### src/rtl/altusoc_gpio_in_cond.sv
// GPIO input conditioning: per-bit 2-flop synchronizer, stability-counter debouncer,
// edge detector and sticky pending flags OR-ed into one interrupt.
// Optional per-bit glitch counters are enabled by defining ALTUSOC_GPIO_GLITCH_CNT_EN.
module altusoc_gpio_in_cond #(
  parameter int WIDTH           = 4,
  parameter int DEBOUNCE_CYCLES = 16
) (
  input  logic                 clk,
  input  logic                 rst_n,
  input  logic [WIDTH-1:0]     i_pad,
  input  logic [WIDTH-1:0]     i_rise_en,
  input  logic [WIDTH-1:0]     i_fall_en,
  input  logic [WIDTH-1:0]     i_pend_clr,
  output logic [WIDTH-1:0]     o_gpio,
  output logic [WIDTH-1:0]     o_rise,
  output logic [WIDTH-1:0]     o_fall,
  output logic [WIDTH-1:0]     o_pend,
  output logic                 o_irq,
  output logic [8*WIDTH-1:0]   o_glitch_cnt
);

  localparam int               CNT_W   = $clog2(DEBOUNCE_CYCLES + 1);
  localparam logic [CNT_W-1:0] CNT_MAX = CNT_W'(DEBOUNCE_CYCLES - 1);

  logic [WIDTH-1:0] s1_q, s2_q;
  logic [WIDTH-1:0] lvl_q, lvl_d_q;
  logic [WIDTH-1:0] pend_q;
  logic [CNT_W-1:0] cnt_q [WIDTH];

  // Plain two-stage synchronizer: nothing may sit between s1_q and s2_q.
  always_ff @(posedge clk or negedge rst_n) begin
    if (!rst_n) begin
      s1_q <= '0;
      s2_q <= '0;
    end else begin
      // NOTE: non-blocking so s2_q takes the old s1_q; blocking would collapse both stages into one.
      s1_q <= i_pad;
      s2_q <= s1_q;
    end
  end

  // Level changes only after DEBOUNCE_CYCLES consecutive mismatching samples;
  // any matching sample restarts the count.
  always_ff @(posedge clk or negedge rst_n) begin
    if (!rst_n) begin
      lvl_q <= '0;
      // NOTE: counter array is reset entry by entry; these are flops, not a RAM, and must start at 0.
      for (int n = 0; n < WIDTH; n++) cnt_q[n] <= '0;
    end else begin
      for (int n = 0; n < WIDTH; n++) begin
        if (s2_q[n] == lvl_q[n]) begin
          cnt_q[n] <= '0;
        end else if (cnt_q[n] == CNT_MAX) begin
          lvl_q[n] <= s2_q[n];
          cnt_q[n] <= '0;
        end else begin
          cnt_q[n] <= cnt_q[n] + CNT_W'(1);
        end
      end
    end
  end

  assign o_gpio = lvl_q;
  assign o_rise = lvl_q & ~lvl_d_q;
  assign o_fall = ~lvl_q & lvl_d_q;

  // Set takes priority over clear so an edge coinciding with a clear is never lost.
  always_ff @(posedge clk or negedge rst_n) begin
    if (!rst_n) begin
      lvl_d_q <= '0;
      pend_q  <= '0;
    end else begin
      lvl_d_q <= lvl_q;
      pend_q  <= (pend_q & ~i_pend_clr) | (o_rise & i_rise_en) | (o_fall & i_fall_en);
    end
  end

  assign o_pend = pend_q;
  assign o_irq  = |pend_q;

`ifdef ALTUSOC_GPIO_GLITCH_CNT_EN
  logic [7:0] glitch_q [WIDTH];

  // An aborted debounce attempt is a match sample arriving while the count is running.
  always_ff @(posedge clk or negedge rst_n) begin
    if (!rst_n) begin
      for (int n = 0; n < WIDTH; n++) glitch_q[n] <= '0;
    end else begin
      for (int n = 0; n < WIDTH; n++) begin
        if (s2_q[n] == lvl_q[n] && cnt_q[n] != '0 && glitch_q[n] != 8'hFF)
          glitch_q[n] <= glitch_q[n] + 8'd1;
      end
    end
  end

  always_comb begin
    // NOTE: default assigned first so every path drives every bit and no latch is inferred.
    o_glitch_cnt = '0;
    for (int n = 0; n < WIDTH; n++) o_glitch_cnt[8*n +: 8] = glitch_q[n];
  end
`else
  assign o_glitch_cnt = '0;
`endif

endmodule

### config.mk
export PLATFORM = sky130hd
export DESIGN_NAME = altusoc_gpio_in_cond
export DESIGN_NICKNAME = d
export VERILOG_FILES = /design/src/rtl/altusoc_gpio_in_cond.sv
export SDC_FILE = /design/constraint.sdc
export NUM_CORES = 1
export LEC_CHECK = 0
export BUFFER_PORTS_ARGS = -buffer_cell sky130_fd_sc_hd__buf_2
export CAP_MARGIN = 20
export CELL_PAD_IN_SITES_DETAIL_PLACEMENT = 1
export CELL_PAD_IN_SITES_GLOBAL_PLACEMENT = 1
export CORE_AREA = 2 2 63 95
export DETAILED_ROUTE_END_ITERATION = 10
export DIE_AREA = 0 0 65 97
export PLACE_DENSITY = 0.73
export RECOVER_POWER = 50
export SLEW_MARGIN = 20
export SYNTH_ARGS = -nofsm -noshare
export SYNTH_HDL_FRONTEND = slang
export SYNTH_SLANG_ARGS = --single-unit
### constraint.sdc
create_clock -name clk -period 1.1 [get_ports clk]
set_input_delay 0.11 -clock clk [delete_from_list [all_inputs] [get_ports clk]]
set_output_delay 0.11 -clock clk [all_outputs]
set_load 0.005 [all_outputs]
# Word level (Yosys, flattened, before mapping)
# Index checks and enable logic that the tools add are counted.
# totals
reg_bits	40
input_bits	18
output_inout_bits	49
wordCells	51
# op_classes
n_addsub	4
n_eq_ne	8
muxes	8
bitwise_logic	14
reduce_logical	5
# op_table
cell	n
$mux 5	8
$add 5x1->5 const B	4
$and 4x4->4	5
$eq 5x4->1 const B	4
$not 4->4	3
$or 4x4->4	2
$reduce_and 2->1	4
$eq 1x1->1	4
$not 1->1	4
$reduce_or 4->1	1

# Longest topological paths before layout
# Gate-level depths: netlist of run 1.
# logic_depth
word_depth	5
ltp_mapped	4
mapped_depth_nobuf	4

# Worst setup path after synthesis of run 1
# OpenSTA, ideal clock, no wires.
# synth_timing
path_type	register -> register
from	register cnt_q[0] (netlist bit)
to	register lvl_q[3] (netlist: o_gpio[3])
setup_time_ns	0.125
t_arrival_ns	1.045
required_ns	0.975
path_slack_ns	-0.070
path_stages_with_launch	5
n_path_buf	0
period_less_slack_ns	1.170
cell_sequence	dfrtp_1 ha_1 nand3_1 nor2_1 mux2_2
# synth_between
elab_chain_len	2
# synth_rtl
item	line	source
start: declaration	28	logic [CNT_W-1:0] cnt_q [WIDTH];
start signal: indexed assignment	57	cnt_q[n] <= cnt_q[n] + CNT_W'(1);
$eq 5x4->1	53	end else if (cnt_q[n] == CNT_MAX) begin
$reduce_and 2->1 (no line)	--	
end signal: indexed assignment	54	lvl_q[n] <= s2_q[n];
end: declaration	26	logic [WIDTH-1:0] lvl_q, lvl_d_q;
# Every way passes these cells.
# A chain may end at the register's enable or synchronous reset.

# Final worst setup path of run 1
# layout_timing
from	register pend_q[0] (netlist: o_pend[0])
to	output o_irq
# layout_between
elab_chain_len	1
# layout_rtl
item	line	source
start: declaration	27	logic [WIDTH-1:0] pend_q;
start signal: assignment	74	pend_q <= (pend_q & ~i_pend_clr) | (o_rise & i_rise_en) | (o_fall & i_fall_en);
$reduce_or 4->1	79	assign o_irq = |pend_q;
end: declaration	18	output logic o_irq,
# Every way passes these cells.

==> impl_metrics.tcl, run 1 <==
set metrics [dict create \
    gr-usage-all-layers_pct 12.4 \
    n_antenna_cell 0 \
    start_util_pct 32.4 \
    path_cells "or4_1, buf_2" \
    clock_latency_ps 300 \
    first_pass_iters 4 \
    fp.dieH_um 97 \
    peakVddDrop_mv 0.724 \
    overflow 0 \
    area_growth_pct 47.4 \
    arrival_ps 1330 \
    gp_congestion 0.680 \
    cts_sinks 40 \
    synth_area_um2 1750 \
    root_buffer "clkbuf_8" \
    power_density_nw_per_um2 1110 \
    cts_buffers 5 \
    wire_per_inst_um 13.3 \
    cap_violations 0 \
    fmaxAchievable_ghz 0.692 \
    min_period_ps 1440 \
    clk_pin_slew_ps 70 \
    slew_headroom_pct 52.1 \
    crit_path_max_fanout 2 \
    violations "setup timing" \
    startpoint_type "register" \
    crit_buf_inv 1 \
    endpoint_kind "output pin" \
    htreeDepth 2 \
    holdWs_ps 6.12 \
    ys_types 17 \
    synth_warnings 0 \
    drive_gt1_share_pct 44.4 \
    drc_errors 0 \
    antenna_found_initial 0 \
    fill_cells 584 \
    status "finished, violations left" \
    rsz0062_at_grt "yes" \
    grt_max_degree 30 \
    num_rows 33 \
    drtAntennaViolNets 0 \
    slowest_stage "or4_1" \
    placed_cells 268 \
    nets 244 \
    coreArea_um2 5410 \
    routed_via_density 4.27 \
    syn_avg_cell_area_um2 11.5 \
    dp_hpwl_um 2400 \
    dieArea_um2 6310 \
    clk_path_buf_depth 2 \
    die_w_um 65 \
    crit_path_max_incr_delay_ps 520 \
    synth_cells 153 \
    hold_violations 0 \
    p_leak_nw 1.29 \
    finalWirelength_um 3890 \
    cts_tree "built" \
    ys_seq_area_share_pct 57.1 \
    dp_slack_ps -101 \
    worst_pin_slew_ps 718 \
    p_total_mw 2.86 \
    finalSetupTns_ps -2100 \
    holdCritPathClass "in -> reg" \
    grt_pass1_vias 1258 \
    num_vias 1251 \
    io_buffers 34 \
    synth_seq_cells 40 \
    stdcell_count 293 \
    io_pins 67 \
    fin_skew_ps 9.22 \
    final_max_slew_viol_count 0 \
    grt_pass1_wl_um 5780 \
    setup_violations 22 \
    timing.final.crit_share_pct 131 \
    cpLargestDelayFamily "simple AND/OR/NAND/NOR gates" \
    crit_type "reg -> out" \
    post-route-worst-setup-slack_ps -345 \
    drt_iter0_drc 17 \
    required_ps 990 \
]
## cells in the final DEF, fill, tap and decap left out, types with 2 or more instances in the layout
| cell type | Yosys | final |
|---|---|---|
| a22oi_1 | 4 | 3 |
| clkbuf_8 | 0 | 6 |
| xor2_1 | 12 | 8 |
| dfrtp_1 | 40 | 39 |
| buf_2 | 0 | 31 |
| o21ai_1 | 4 | 2 |
| nor2b_4 | 0 | 6 |
| buf_6 | 0 | 12 |
| o21ai_0 | 4 | 2 |
| nor2_4 | 0 | 4 |
| ha_4 | 0 | 4 |
| and2_1 | 5 | 5 |
| conb_1 | 1 | 32 |
| inv_1 | 7 | 7 |
| nor2_1 | 15 | 11 |
| o21ai_2 | 0 | 3 |
| dlygate4sd3_1 | 0 | 8 |
| nand3_2 | 0 | 3 |
| mux2_4 | 0 | 4 |
| nand3_4 | 0 | 4 |
| xor2_4 | 0 | 3 |
| and3_1 | 4 | 3 |
| buf_4 | 32 | 10 |
| clkinv_2 | 0 | 2 |
## power by group
| part | total, mW | switching (mW) | internal (mW) | leakage [nW] |
|---|---|---|---|---|
| clock network | 0.999 | 0.499 | 0.500 | 0.0510 |
| logic | 0.283 | 0.134 | 0.150 | 0.707 |
| registers | 1.58 | 0.0598 | 1.52 | 0.528 |
| total | 2.86 | 0.692 | 2.17 | 1.29 |
## cell type report
class                      instances  area (µm²)  area share, %
sequential                        40        1000           38.8
multi-input combinational        105         906           35.1
timing repair buffer              63         469           18.2
tap                               70        87.6           3.39
clock buffer                       6        82.6           3.20
inverter                           7        26.3           1.02
clock inverter                     2        10.0          0.387
## metrics by stage
stage / area [µm²] / utilization (%)
floorplan: 1920 / -
global placement: 2040 / 37.8
detailed placement: 2040 / 37.8
CTS: 2350 / 43.5
global route: 2580 / 47.8
finish: 2580 / 47.8
## registers in the layout, summed over array words and instances (netlist names)
signal	count
s1_q	4
cnt_q	20
lvl_d_q	4
s2_q	4
o_gpio	4
o_pend	4
## synthesized netlist by cell type
| cell | number | area (µm²) |
|---|---|---|
| xor2_1 | 12 | 105 |
| ha_1 | 4 | 50.1 |
| nand3_1 | 8 | 40.0 |
| o21ai_1 | 4 | 20.0 |
| inv_1 | 7 | 26.3 |
| and3_1 | 4 | 25.0 |
| buf_4 | 32 | 240 |
| a22oi_1 | 4 | 30.0 |
| o21ai_0 | 4 | 20.0 |
| mux2_2 | 4 | 45.0 |
| and2b_1 | 1 | 7.51 |
| dfrtp_1 | 40 | 1000 |
| conb_1 | 1 | 3.75 |
| nor2_1 | 15 | 56.3 |
| and2_1 | 5 | 31.3 |
| nor2b_1 | 7 | 43.8 |
| or4_1 | 1 | 7.51 |
## timing repair
item | in CTS | in global routing
buffers inserted | 6 | 5
pin swaps | 7 | 12
endpoints found under the setup margin | 21 | 33
endpoints found under the hold margin | 46 | 1
hold buffers | 7 | 1
resized for setup | 26 | 34
## per-layer routing
layer,vias to the layer above,GRT usage (%),wire length (µm)
met5,-,0,0
met4,0,6.87,50
met3,5,4.07,281
met2,65,21.8,2220
met1,618,12.6,1330
li1,563,-,-
## logic make-up (layout without fill, tap and decap cells)
family | Yosys count | in the layout | share of synthesized area [%]
adder cells (fa/ha/maj) | 4 | 4 | 2.86
XOR/XNOR | 12 | 12 | 6.00
flip-flops | 40 | 40 | 57.1
AND/OR/NAND/NOR | 41 | 41 | 12.1
buffers and inverters | 39 | 78 | 15.2
other | 1 | 32 | 0.214
AO/OA/AOI/OAI | 12 | 12 | 4.00
multiplexers | 4 | 4 | 2.57
## final timing paths
| kind | from | to | slack (ps) | depth (start not counted) |
|---|---|---|---|---|
| worst max-delay path | o_pend[0]$_DFF_PN0_ | o_irq | -340 | 2 |
| worst min-delay path | i_pend_clr[1] | o_pend[1]$_DFF_PN0_ | 6 | 2 |
| worst max register to register | o_gpio[0]$_DFFE_PN0P_ | cnt_q[19]$_DFF_PN0_ | -150 | 4 |
| worst min register to register | s1_q[2]$_DFF_PN0_ | s2_q[2]$_DFF_PN0_ | 350 | 0 |
| max in group asynchronous | rst_n | s2_q[3]$_DFF_PN0_ | 120 | 3 |
| min in group asynchronous | rst_n | lvl_d_q[2]$_DFF_PN0_ | 380 | 2 |
Note: power is estimated with default switching activity, not from simulation.
==> run 2, diff against run 1 <==
Settings changed: PLACE_DENSITY 0.73 to not set, PLACE_DENSITY_LB_ADDON set to 0.1, SETUP_SLACK_MARGIN set to 0.4.
==> impl_metrics.tcl, run 2 (synthesis results as in run 1) <==
set metrics [dict create \
    status "finished, violations left" \
    violations "setup timing" \
    coreArea_um2 5410 \
    num_vias 1268 \
    path_cells "or4_4, buf_6" \
    largest-register "cnt_q" \
    peakVddDrop_mv 0.696 \
    grt_util_met1_pct 14.1 \
    first_pass_iters 3 \
    final_max_slew_viol_count 0 \
    endpoint_kind "output pin" \
    r2r_start "cnt_q[16]$_DFF_PN0_" \
    use_met3_pct 3.14 \
    start_util_pct 32.4 \
    num_rows 33 \
    cts_tree "built" \
    dp_slack_ps -113 \
    drt_iter0_drc 17 \
    clock_latency_ps 280 \
    cap_violations 0 \
    clk_path_buf_depth 2 \
    post-route-util_pct 52.1 \
    required_ps 990 \
    antenna_found_initial 0 \
    timing.final.crit_share_pct 132 \
    p_leak_nw 1.38 \
    htreeDepth 2 \
    routed_via_density 4.13 \
    regToRegEndpoint "o_gpio[0]$_DFFE_PN0P_" \
    largest_reg_flops 20 \
    gr-usage-all-layers_pct 12.7 \
    cts_sinks 40 \
    cts_buffers 5 \
    hold_start "i_fall_en[0]" \
    multi_input_area_um2 918 \
    hold_violations 0 \
    drtAntennaViolNets 0 \
    min_to "o_pend[0]$_DFF_PN0_" \
    drive_gt1_share_pct 51.5 \
    final_common_cell "dfrtp_1" \
    grt_max_degree 41 \
    worst_pin_slew_ps 540 \
    seq_area_um2 1010 \
    slowest_stage "or4_4" \
    root_buffer "clkbuf_8" \
    setup_violations 21 \
    wire_per_inst_um 12.5 \
    grt_pass1_wl_um 6230 \
    rr_worst_depth 4 \
    fin_skew_ps 5.92 \
    grt_busiest_layer "met2" \
    dp_hpwl_um 2490 \
    holdCritPathClass "in -> reg" \
    crit_type "reg -> out" \
    grt_pass1_vias 1377 \
    fp.dieH_um 97 \
    startpoint_type "register" \
    dieArea_um2 6310 \
    io_pins 67 \
    post-route-worst-setup-slack_ps -347 \
    most-common-layout-cells "36 x dfrtp_1, 32 x conb_1, 28 x buf_6" \
    finalSetupTns_ps -1120 \
    n_antenna_cell 0 \
    slew_headroom_pct 64.0 \
    nets 259 \
    finalWirelength_um 3850 \
    worstHoldPathCells 3 \
    grt_use_met2_pct 22.4 \
    power_density_nw_per_um2 1160 \
    fill_cells 584 \
    min_period_ps 1450 \
    overflow 0 \
    fmaxAchievable_ghz 0.691 \
    crit_path_max_fanout 2 \
    arrival_ps 1340 \
    rsz0062_at_grt "yes" \
    placed_cells 268 \
    drc_errors 0 \
    io_buffers 34 \
    stdcell_count 307 \
    clk_pin_slew_ps 80 \
    gp_congestion 0.613 \
    crit_path_max_incr_delay_ps 540 \
    area_growth_pct 60.7 \
    r2r_setup_slack_ps -110 \
    die_w_um 65 \
]
==> run 2: cell count changes in the layout (fill, tap and decap cells not counted), sizes merged <==
cell         delta
buf            +14
bufinv          +2
clkbuf          -1
clkinv          -2
dlygate4sd3     +1
==> run 2: worst max-delay path by stage <==
stage	from	to	slack, ps	depth (start not counted)
final	o_pend[3]$_DFF_PN0_	o_irq	-350	2
after global routing	o_pend[1]$_DFF_PN0_	o_irq	-390	2
after CTS	o_pend[3]$_DFF_PN0_	o_irq	-340	2
after detailed placement	cnt_q[1]$_DFF_PN0_	o_gpio[3]$_DFFE_PN0P_	-110	4
after global placement	cnt_q[1]$_DFF_PN0_	o_gpio[3]$_DFFE_PN0P_	-70	4
after floorplan	cnt_q[0]$_DFF_PN0_	o_gpio[3]$_DFFE_PN0P_	-60	4
==> run 2: through the flow <==
stage | hold slack (ps) | total power, mW | instance area (µm²)
6_report | 59.8 | 3.27 | 2820
2_1_floorplan | -186 | 1.75 | 1960
3_5_place_dp | 101 | 1.80 | 2080
5_1_grt | 64.2 | 3.43 | 2820
4_1_cts | 59.6 | 3.28 | 2670
3_3_place_gp | 91.6 | 1.78 | 2080
==> run 2: routing by layer <==
layer / routed length (µm) / part of all wire [%]
met5: 0 / 0
met4: 51 / 1.3
met3: 234 / 6.1
met2: 2120 / 55
met1: 1440 / 37
==> run 2: critical path: cells and delay by family (launching register included) <==
| family | cells | cell delay [ps] |
|---|---|---|
| simple gates | 1 | 540 |
| flops | 1 | 380 |
| buf+inv | 1 | 130 |
==> run 2: layout make-up <==
type / count / area share [%]
flip-flops and latches: 40 / 35.7
multi-input cells: 105 / 32.6
repair buffers: 78 / 23.1
well taps: 70 / 3.11
clock buffers: 5 / 2.44
clock inverters: 2 / 2.13
inverters: 7 / 0.933
==> run 2: what timing repair did <==
action,in CTS,in global routing
pin swaps,17,12
buffers inserted,16,7
endpoints found under the hold margin,48,0
endpoints found under the setup margin,45,48
hold buffers,9,0
gates resized for setup,47,22
==> run 2: power breakdown <==
part	internal (mW)	switching, mW	total [mW]
clock network	0.893	0.495	1.39
logic	0.165	0.144	0.309
registers	1.52	0.0502	1.57
==> run 3, diff against run 2 <==
Settings changed: SETUP_SLACK_MARGIN 0.4 to not set, SKIP_CTS_REPAIR_TIMING set to 1, TNS_END_PERCENT set to 10.
==> impl_metrics.tcl, run 3 (synthesis results as in run 1) <==
set metrics [dict create \
    status "finished, violations left" \
    violations "setup timing" \
    worstHoldPathCells 2 \
    wire_per_inst_um 12.1 \
    fmaxAchievable_ghz 0.708 \
    slew_headroom_pct 64.2 \
    placed_cells 268 \
    post-route-worst-setup-slack_ps -313 \
    drt_iter0_drc 13 \
    final_common_cell "dfrtp_1" \
    overflow 0 \
    finalSetupTns_ps -816 \
    clock_latency_ps 280 \
    nets 234 \
    stdcell_area_um2 2300 \
    timing.final.crit_share_pct 128 \
    coreArea_um2 5410 \
    largest-register "cnt_q" \
    grt_pass1_wl_um 5530 \
    holdWs_ps 4.81 \
    worst_pin_slew_ps 537 \
    post-route-util_pct 42.4 \
    die_w_um 65 \
    routed_via_density 4.18 \
    final_max_slew_viol_count 0 \
    clk_path_buf_depth 2 \
    io_pins 67 \
    startpoint_type "register" \
    fin_skew_ps 1.99 \
    htreeDepth 2 \
    area_growth_pct 31.0 \
    start_util_pct 32.4 \
    clk_pin_slew_ps 70 \
    root_buffer "clkbuf_8" \
    dieArea_um2 6310 \
    p_total_mw 2.94 \
    dp_slack_ps -108 \
    gr-usage-all-layers_pct 11.3 \
    crit_type "reg -> out" \
    grt_pass1_vias 1225 \
    rsz0062_at_grt "yes" \
    place_area_um2 2040 \
    first_pass_iters 2 \
    io_buffers 34 \
    peakVddDrop_mv 0.519 \
    cap_violations 0 \
    seq_area_um2 1010 \
    num_rows 33 \
    crit_start "o_pend[2]$_DFF_PN0_" \
    hold_violations 0 \
    arrival_ps 1300 \
    most-common-layout-cells "36 x dfrtp_1, 34 x buf_2, 32 x conb_1" \
    r2r_start "cnt_q[1]$_DFF_PN0_" \
    stdcell_count 283 \
    fill_cells 611 \
    crit_path_max_fanout 2 \
    dp_hpwl_um 2560 \
    holdCritPathClass "in -> reg" \
    cts_buffers 5 \
    cts_tree "built" \
    rr_worst_depth 4 \
    setup_violations 13 \
    gp_congestion 0.647 \
    fp.dieH_um 97 \
    power_density_nw_per_um2 1280 \
    largest_reg_flops 20 \
    p_leak_nw 1.22 \
    grt_max_degree 41 \
    hold_start "i_pend_clr[2]" \
    drive_gt1_share_pct 39.9 \
    n_antenna_cell 0 \
    required_ps 990 \
    multi_input_area_um2 737 \
    drc_errors 0 \
    cts_sinks 40 \
    finalWirelength_um 3420 \
    min_period_ps 1410 \
    endpoint_kind "output pin" \
    num_vias 1183 \
    drtAntennaViolNets 0 \
    antenna_found_initial 0 \
]
## run 3: worst paths after layout
kind                                         end  slack (ps)
setup / recovery                           o_irq        -310
hold / removal               o_pend[2]$_DFF_PN0_           5
setup reg to reg           o_gpio[3]$_DFFE_PN0P_        -120
hold reg to reg                s2_q[3]$_DFF_PN0_         350
max in group asynchronous  o_gpio[1]$_DFFE_PN0P_         240
min in group asynchronous      s2_q[2]$_DFF_PN0_         460
## run 3: layer usage
layer  track usage [%]  share of wire [%]  vias to the layer above
li1                  -                  -                      546
met1              11.3                 33                      593
met2              21.1                 59                       42
met3              2.56                6.2                        2
met4              5.40               0.91                        0
met5                 0                  0                        -
## run 3: cell type report
cell class                 instances  area share (%)
clock buffer                       6            3.16
timing repair buffer              53            14.4
multi-input combinational        105            32.1
sequential                        40            43.8
tap                               70            3.81
clock inverter                     2            1.53
inverter                           7            1.14
## run 3: critical path: stages (launching register included)
cell and delay (ps):
dfrtp_1 380, or4_1 500, buf_2 140
## run 3: where the power goes
part | switching [mW] | total (mW) | internal (mW)
clock | 0.481 | 1.15 | 0.673
combinational | 0.118 | 0.221 | 0.103
sequential | 0.0422 | 1.56 | 1.52
